$ cat src/rtl/imm_ext_pkg.sv
// Shared encodings for the immediate-extension stage: mode codes and skid-buffer states.
// Latency: n/a (constants only).
// Backpressure: n/a (constants only).
package imm_ext_pkg;

  // Extension mode encoding carried on in_mode
  localparam logic [1:0] MODE_SIGN   = 2'b00;
  localparam logic [1:0] MODE_ZERO   = 2'b01;
  localparam logic [1:0] MODE_UPPER  = 2'b10;
  localparam logic [1:0] MODE_BRANCH = 2'b11;

  // Skid-buffer occupancy: no word, main entry only, main and skid entries
  localparam logic [1:0] ST_EMPTY = 2'd0;
  localparam logic [1:0] ST_ONE   = 2'd1;
  localparam logic [1:0] ST_FULL  = 2'd2;

endpackage

$ cat src/rtl/imm_ext_core.sv
// Combinational immediate extender: SIGN / ZERO / UPPER / BRANCH (UPPER only with IMM_EXT_UPPER_EN).
// Latency: zero cycles, purely combinational.
// Backpressure: none, no handshake at this level.
module imm_ext_core
  import imm_ext_pkg::*;
#(
  parameter int IN_W  = 16,
  parameter int OUT_W = 32   // must be at least IN_W+2 so BRANCH keeps the full sign
) (
  input  logic [IN_W-1:0]  i_imm,
  input  logic [1:0]       i_mode,
  output logic [OUT_W-1:0] o_ext
);

  localparam int E = OUT_W - IN_W;

  logic [OUT_W-1:0] w_sign;
  logic [OUT_W-1:0] w_zero;
  logic [OUT_W-1:0] w_branch;

  assign w_sign   = {{E{i_imm[IN_W-1]}}, i_imm};
  assign w_zero   = {{E{1'b0}}, i_imm};
  // Two MSBs of the sign-extended value fall off the top
  assign w_branch = {w_sign[OUT_W-3:0], 2'b00};

`ifdef IMM_EXT_UPPER_EN
  // Immediate sits in the top IN_W bits; this equals x<<IN_W truncated to its top OUT_W bits
  logic [OUT_W-1:0] w_upper;
  assign w_upper = {i_imm, {E{1'b0}}};
`endif

  // Select the extension form requested by the mode
  always_comb begin
    o_ext = w_sign;
    case (i_mode)
      MODE_SIGN:   o_ext = w_sign;
      MODE_ZERO:   o_ext = w_zero;
`ifdef IMM_EXT_UPPER_EN
      MODE_UPPER:  o_ext = w_upper;
`else
      MODE_UPPER:  o_ext = w_zero;
`endif
      MODE_BRANCH: o_ext = w_branch;
      default:     o_ext = w_sign;
    endcase
  end

endmodule

$ cat src/rtl/imm_ext_pipe.sv
// Registered immediate-extension stage with two-entry skid buffer; IMM_EXT_UPPER_EN enables UPPER mode.
// Latency: one cycle from acceptance to out_valid; 1 word/cycle with out_ready held high.
// Backpressure: in_ready is a pure state decode, one stall cycle absorbed by the skid entry.
module imm_ext_pipe
  import imm_ext_pkg::*;
#(
  parameter int IN_W  = 16,
  parameter int OUT_W = 32,
  parameter int TAG_W = 5
) (
  input  logic             clk,
  input  logic             rst_n,
  input  logic             flush,
  input  logic             in_valid,
  output logic             in_ready,
  input  logic [IN_W-1:0]  in_imm,
  input  logic [1:0]       in_mode,
  input  logic [TAG_W-1:0] in_tag,
  output logic             out_valid,
  input  logic             out_ready,
  output logic [OUT_W-1:0] out_imm,
  output logic [TAG_W-1:0] out_tag
);

  logic [1:0]       r_state;
  logic [OUT_W-1:0] r_main_imm;
  logic [TAG_W-1:0] r_main_tag;
  logic [OUT_W-1:0] r_skid_imm;
  logic [TAG_W-1:0] r_skid_tag;

  logic [OUT_W-1:0] w_ext;
  logic             w_acc;
  logic             w_drn;

  // Extension is done at the input so only finished values are stored
  imm_ext_core #(
    .IN_W  (IN_W),
    .OUT_W (OUT_W)
  ) u_core (
    .i_imm  (in_imm),
    .i_mode (in_mode),
    .o_ext  (w_ext)
  );

  // rst_n gating keeps upstream from handing us a word during reset
  assign in_ready  = rst_n & (r_state != ST_FULL);
  assign out_valid = (r_state != ST_EMPTY);
  assign out_imm   = r_main_imm;
  assign out_tag   = r_main_tag;

  assign w_acc = in_valid & in_ready;
  assign w_drn = out_valid & out_ready;

  // Occupancy state machine; flush empties the buffer regardless of handshakes
  always_ff @(posedge clk) begin
    if (!rst_n) begin
      r_state <= ST_EMPTY;
    end else if (flush) begin
      r_state <= ST_EMPTY;
    end else begin
      case (r_state)
        ST_EMPTY: if (w_acc) r_state <= ST_ONE;
        ST_ONE: begin
          if (w_acc && !w_drn)      r_state <= ST_FULL;
          else if (!w_acc && w_drn) r_state <= ST_EMPTY;
        end
        ST_FULL:  if (w_drn) r_state <= ST_ONE;
        default:  r_state <= ST_EMPTY;
      endcase
    end
  end

  // Entry storage; main always holds the oldest word so output order stays FIFO
  always_ff @(posedge clk) begin
    if (!rst_n) begin
      r_main_imm <= '0;
      r_main_tag <= '0;
      r_skid_imm <= '0;
      r_skid_tag <= '0;
    end else if (!flush) begin
      case (r_state)
        ST_EMPTY: begin
          if (w_acc) begin
            r_main_imm <= w_ext;
            r_main_tag <= in_tag;
          end
        end
        ST_ONE: begin
          if (w_acc && w_drn) begin
            r_main_imm <= w_ext;
            r_main_tag <= in_tag;
          end else if (w_acc) begin
            r_skid_imm <= w_ext;
            r_skid_tag <= in_tag;
          end
        end
        ST_FULL: begin
          if (w_drn) begin
            r_main_imm <= r_skid_imm;
            r_main_tag <= r_skid_tag;
          end
        end
        default: begin
          r_main_imm <= r_main_imm;
        end
      endcase
    end
  end

endmodule

$ cat config.mk
export PLATFORM = sky130hd
export DESIGN_NAME = imm_ext_pipe
export DESIGN_NICKNAME = d
export VERILOG_FILES = /design/src/rtl/imm_ext_pkg.sv /design/src/rtl/imm_ext_core.sv /design/src/rtl/imm_ext_pipe.sv
export SDC_FILE = /design/constraint.sdc
export NUM_CORES = 1
export LEC_CHECK = 0
export BUFFER_PORTS_ARGS = -buffer_cell sky130_fd_sc_hd__buf_2
export CAP_MARGIN = 20
export CORE_UTILIZATION = 59
export CTS_BUF_LIST = sky130_fd_sc_hd__clkbuf_8
export DETAILED_ROUTE_END_ITERATION = 8
export GPL_TIMING_DRIVEN = 0
export HOLD_SLACK_MARGIN = 0.03
export PLACE_DENSITY_LB_ADDON = 0.15
export SLEW_MARGIN = 20
export SYNTH_ARGS = -nofsm -noshare
export SYNTH_HDL_FRONTEND = slang
export SYNTH_SLANG_ARGS = --single-unit
$ cat constraint.sdc
create_clock -name clk -period 3.8 [get_ports clk]
set_input_delay 0 -clock clk [delete_from_list [all_inputs] [get_ports clk]]
set_output_delay 0 -clock clk [all_outputs]
set_load 0.01 [all_outputs]
==> results_dict.tcl <==
set metrics [dict create \
    fill_cells 313 \
    track_usage_pct 32.0 \
    antenna_cells 0 \
    status "finished clean" \
    netlist.area_leader.share_pct 37.8 \
    r2r_start "r_state[0]" \
    syn_area_um2 2540 \
    core_region_area_um2 4060 \
    tns_ns 0 \
    critPathLaunch "r_state[0]" \
    drive_gt1_share_pct 29.0 \
    skew_ns 0.00785 \
    critPathCaptureType "register" \
    dieArea_um2 4570 \
    crit_buf_inv 5 \
    crit_required_ns 4.01 \
    synth_edf_count 0 \
    multiInputGateArea_um2 1300 \
    ir_drop_uv 320 \
    cp_max_fo 10 \
    p_per_area_nw_per_um2 345 \
    fin_crit_ns 2.95 \
    critPathTopFamily "buffers and inverters" \
    num_vias 2664 \
    dpl.hpwl_um 4890 \
    cp_cell_sequence "buf_4, nand2b_1, buf_2, clkbuf_1, and3_1, ha_1, nand4bb_1, clkbuf_1, nor2_2, buf_2, a211oi_1" \
    drc 0 \
    drv_slew 0 \
    synth_nets 327 \
    grt_pass1_wl_um 10800 \
    async_flop_share_pct 0 \
    wl_per_cell_um 16.9 \
    cap_violations 0 \
    timing.hold.ws_ns 0.0563 \
    synth_seq_cells 48 \
    synth_ff_type "dfxtp_1" \
    relSlewSlack_pct 61.1 \
    syn2layout_area_growth_pct 22.6 \
    ios 67 \
    grt_max_degree 17 \
    finalWirelength_um 7180 \
    grt_pass1_vias 2285 \
    path_clk_slew_ns 0.09 \
    p_leak_nw 1.33 \
    netlist_instances 295 \
    drtIter0Drc 258 \
    clock-sinks 48 \
    slowest_stage "clkbuf_1" \
    avgSynthCellArea_um2 8.61 \
    ys_seq_area_share_pct 37.8 \
    h-tree-depth 2 \
    synth_area_leaders "dfxtp_1, a221oi_1, o32ai_1, a211oi_1, buf_4" \
    endpoint "r_skid_imm[8]" \
    final_util_pct 76.8 \
    clk_latency_ns 0.31 \
    initial_core_util_pct 62.6 \
    root_buffer "clkbuf_8" \
    cts.hold.buffers_added 8 \
    seqCellArea_um2 961 \
    cts_inserted_buffers 5 \
    grt-ovfl-total 0 \
    postCtsSetupBuffers 0 \
    path_class "register to register" \
    grt_setup_unrepaired "no" \
    setup_viol 0 \
    vias_per_cell 6.25 \
    worstMarginPinSlew_ns 0.569 \
    gp_congestion 0.876 \
    path_depth 11 \
    grt_antenna_before_repair 0 \
    hold_viol 0 \
    r2r_setup_slack_ns 0.85 \
    nets 407 \
    reg2reg_depth 11 \
    worst_r2r_endpoint "r_skid_imm[8]" \
    portBuffers 65 \
    synth.distinct_cells 39 \
    die_x_um 67.6 \
    post_cts_resized 0 \
    ys_warn_count 0 \
    max_freq_ghz 0.339 \
    period_share_pct 77.7 \
    rows 23 \
    crit_path_start_kind "register" \
    drtPass1Iterations 9 \
    synth_area_leader_cell "dfxtp_1" \
    postRouteAntennaNets 0 \
    hold_class "primary input to register" \
    cts_tree "yes" \
    worstPathArrival_ns 3.16 \
    die_y_um 67.6 \
    clk_path_buf_depth 2 \
    max_stage_delay_ns 0.42 \
]
## registers in the layout, indices dropped and copies added (netlist names)
register / flops
out_tag: 5
r_skid_tag: 5
out_imm: 18
r_skid_imm: 18
r_state: 2
## cells by family (layout without fill, tap and decap cells)
family | count (synthesis) | count (layout) | share of synthesized area [%]
buffers and inverters | 53 | 134 | 11.1
AO/OA/AOI/OAI | 113 | 113 | 33.7
flip-flops | 48 | 48 | 37.8
adder cells (fa/ha/maj) | 4 | 4 | 1.97
AND/OR/NAND/NOR | 77 | 77 | 15.4
## power by group
| group | switching, mW | internal [mW] |
|---|---|---|
| Combinational | 0.103 | 0.0788 |
| Clock | 0.179 | 0.193 |
| Sequential | 0.00736 | 0.514 |
| Total | 0.290 | 0.786 |
## final cells by class
class	instances	area share, %
clock buffer	5	2.21
timing repair buffer	73	13.0
buffer	47	8.31
tap	50	2.01
inverter	6	0.723
clock inverter	3	1.24
multi-input combinational	194	41.7
sequential	48	30.8
## Yosys cell counts, types with 12 or more instances
master and instances:
dfxtp_1 48, nand2_1 31, a21oi_1 23, clkbuf_1 17, nor2_1 17, a211oi_1 16
buf_4 16, a221oi_1 15, a22oi_1 15, o32ai_1 15, buf_2 12
## metrics by stage
| step | power, mW | cells | area (um2) | worst slack [ns] |
|---|---|---|---|---|
| 3_5_place_dp | 0.705 | 410 | 2930 | 0.973 |
| 4_1_cts | 1.07 | 426 | 3120 | 0.926 |
| 6_report | 1.08 | 426 | 3120 | 0.849 |
| 2_1_floorplan | 0.640 | 295 | 2540 | 1.50 |
| 3_3_place_gp | 0.700 | 410 | 2930 | 1.05 |
| 5_1_grt | 1.11 | 426 | 3120 | 0.673 |
## placed cells by master (no fill, tap or decap), types with 15 or more instances in the layout
cell / netlist / routed
o32ai_1: 15 / 15
nor2_1: 17 / 17
clkbuf_1: 17 / 17
nand2_1: 31 / 31
buf_4: 16 / 16
buf_2: 12 / 77
a22oi_1: 15 / 15
dfxtp_1: 48 / 48
a211oi_1: 16 / 16
a21oi_1: 23 / 23
a221oi_1: 15 / 15
## worst min-delay path by stage
stage               from            end  slack [ns]  depth (start not counted)
5_1_grt            flush     r_state[0]        0.06                          2
3_3_place_gp   in_tag[0]  r_skid_tag[0]        0.27                          3
6_report           flush     r_state[0]        0.06                          2
3_5_place_dp   in_tag[0]  r_skid_tag[0]        0.27                          3
2_1_floorplan  in_tag[0]  r_skid_tag[0]        0.15                          2
4_1_cts            flush     r_state[0]        0.05                          2
## per-layer routing
metal / vias up / global-route usage, % / share of wire (%)
li1: 1274 / - / -
met1: 1231 / 42.8 / 44
met2: 147 / 50.0 / 46
met3: 12 / 8.28 / 8.5
met4: 0 / 9.57 / 1.5
met5: - / 0 / 0
(Power assumes the default switching activity.)
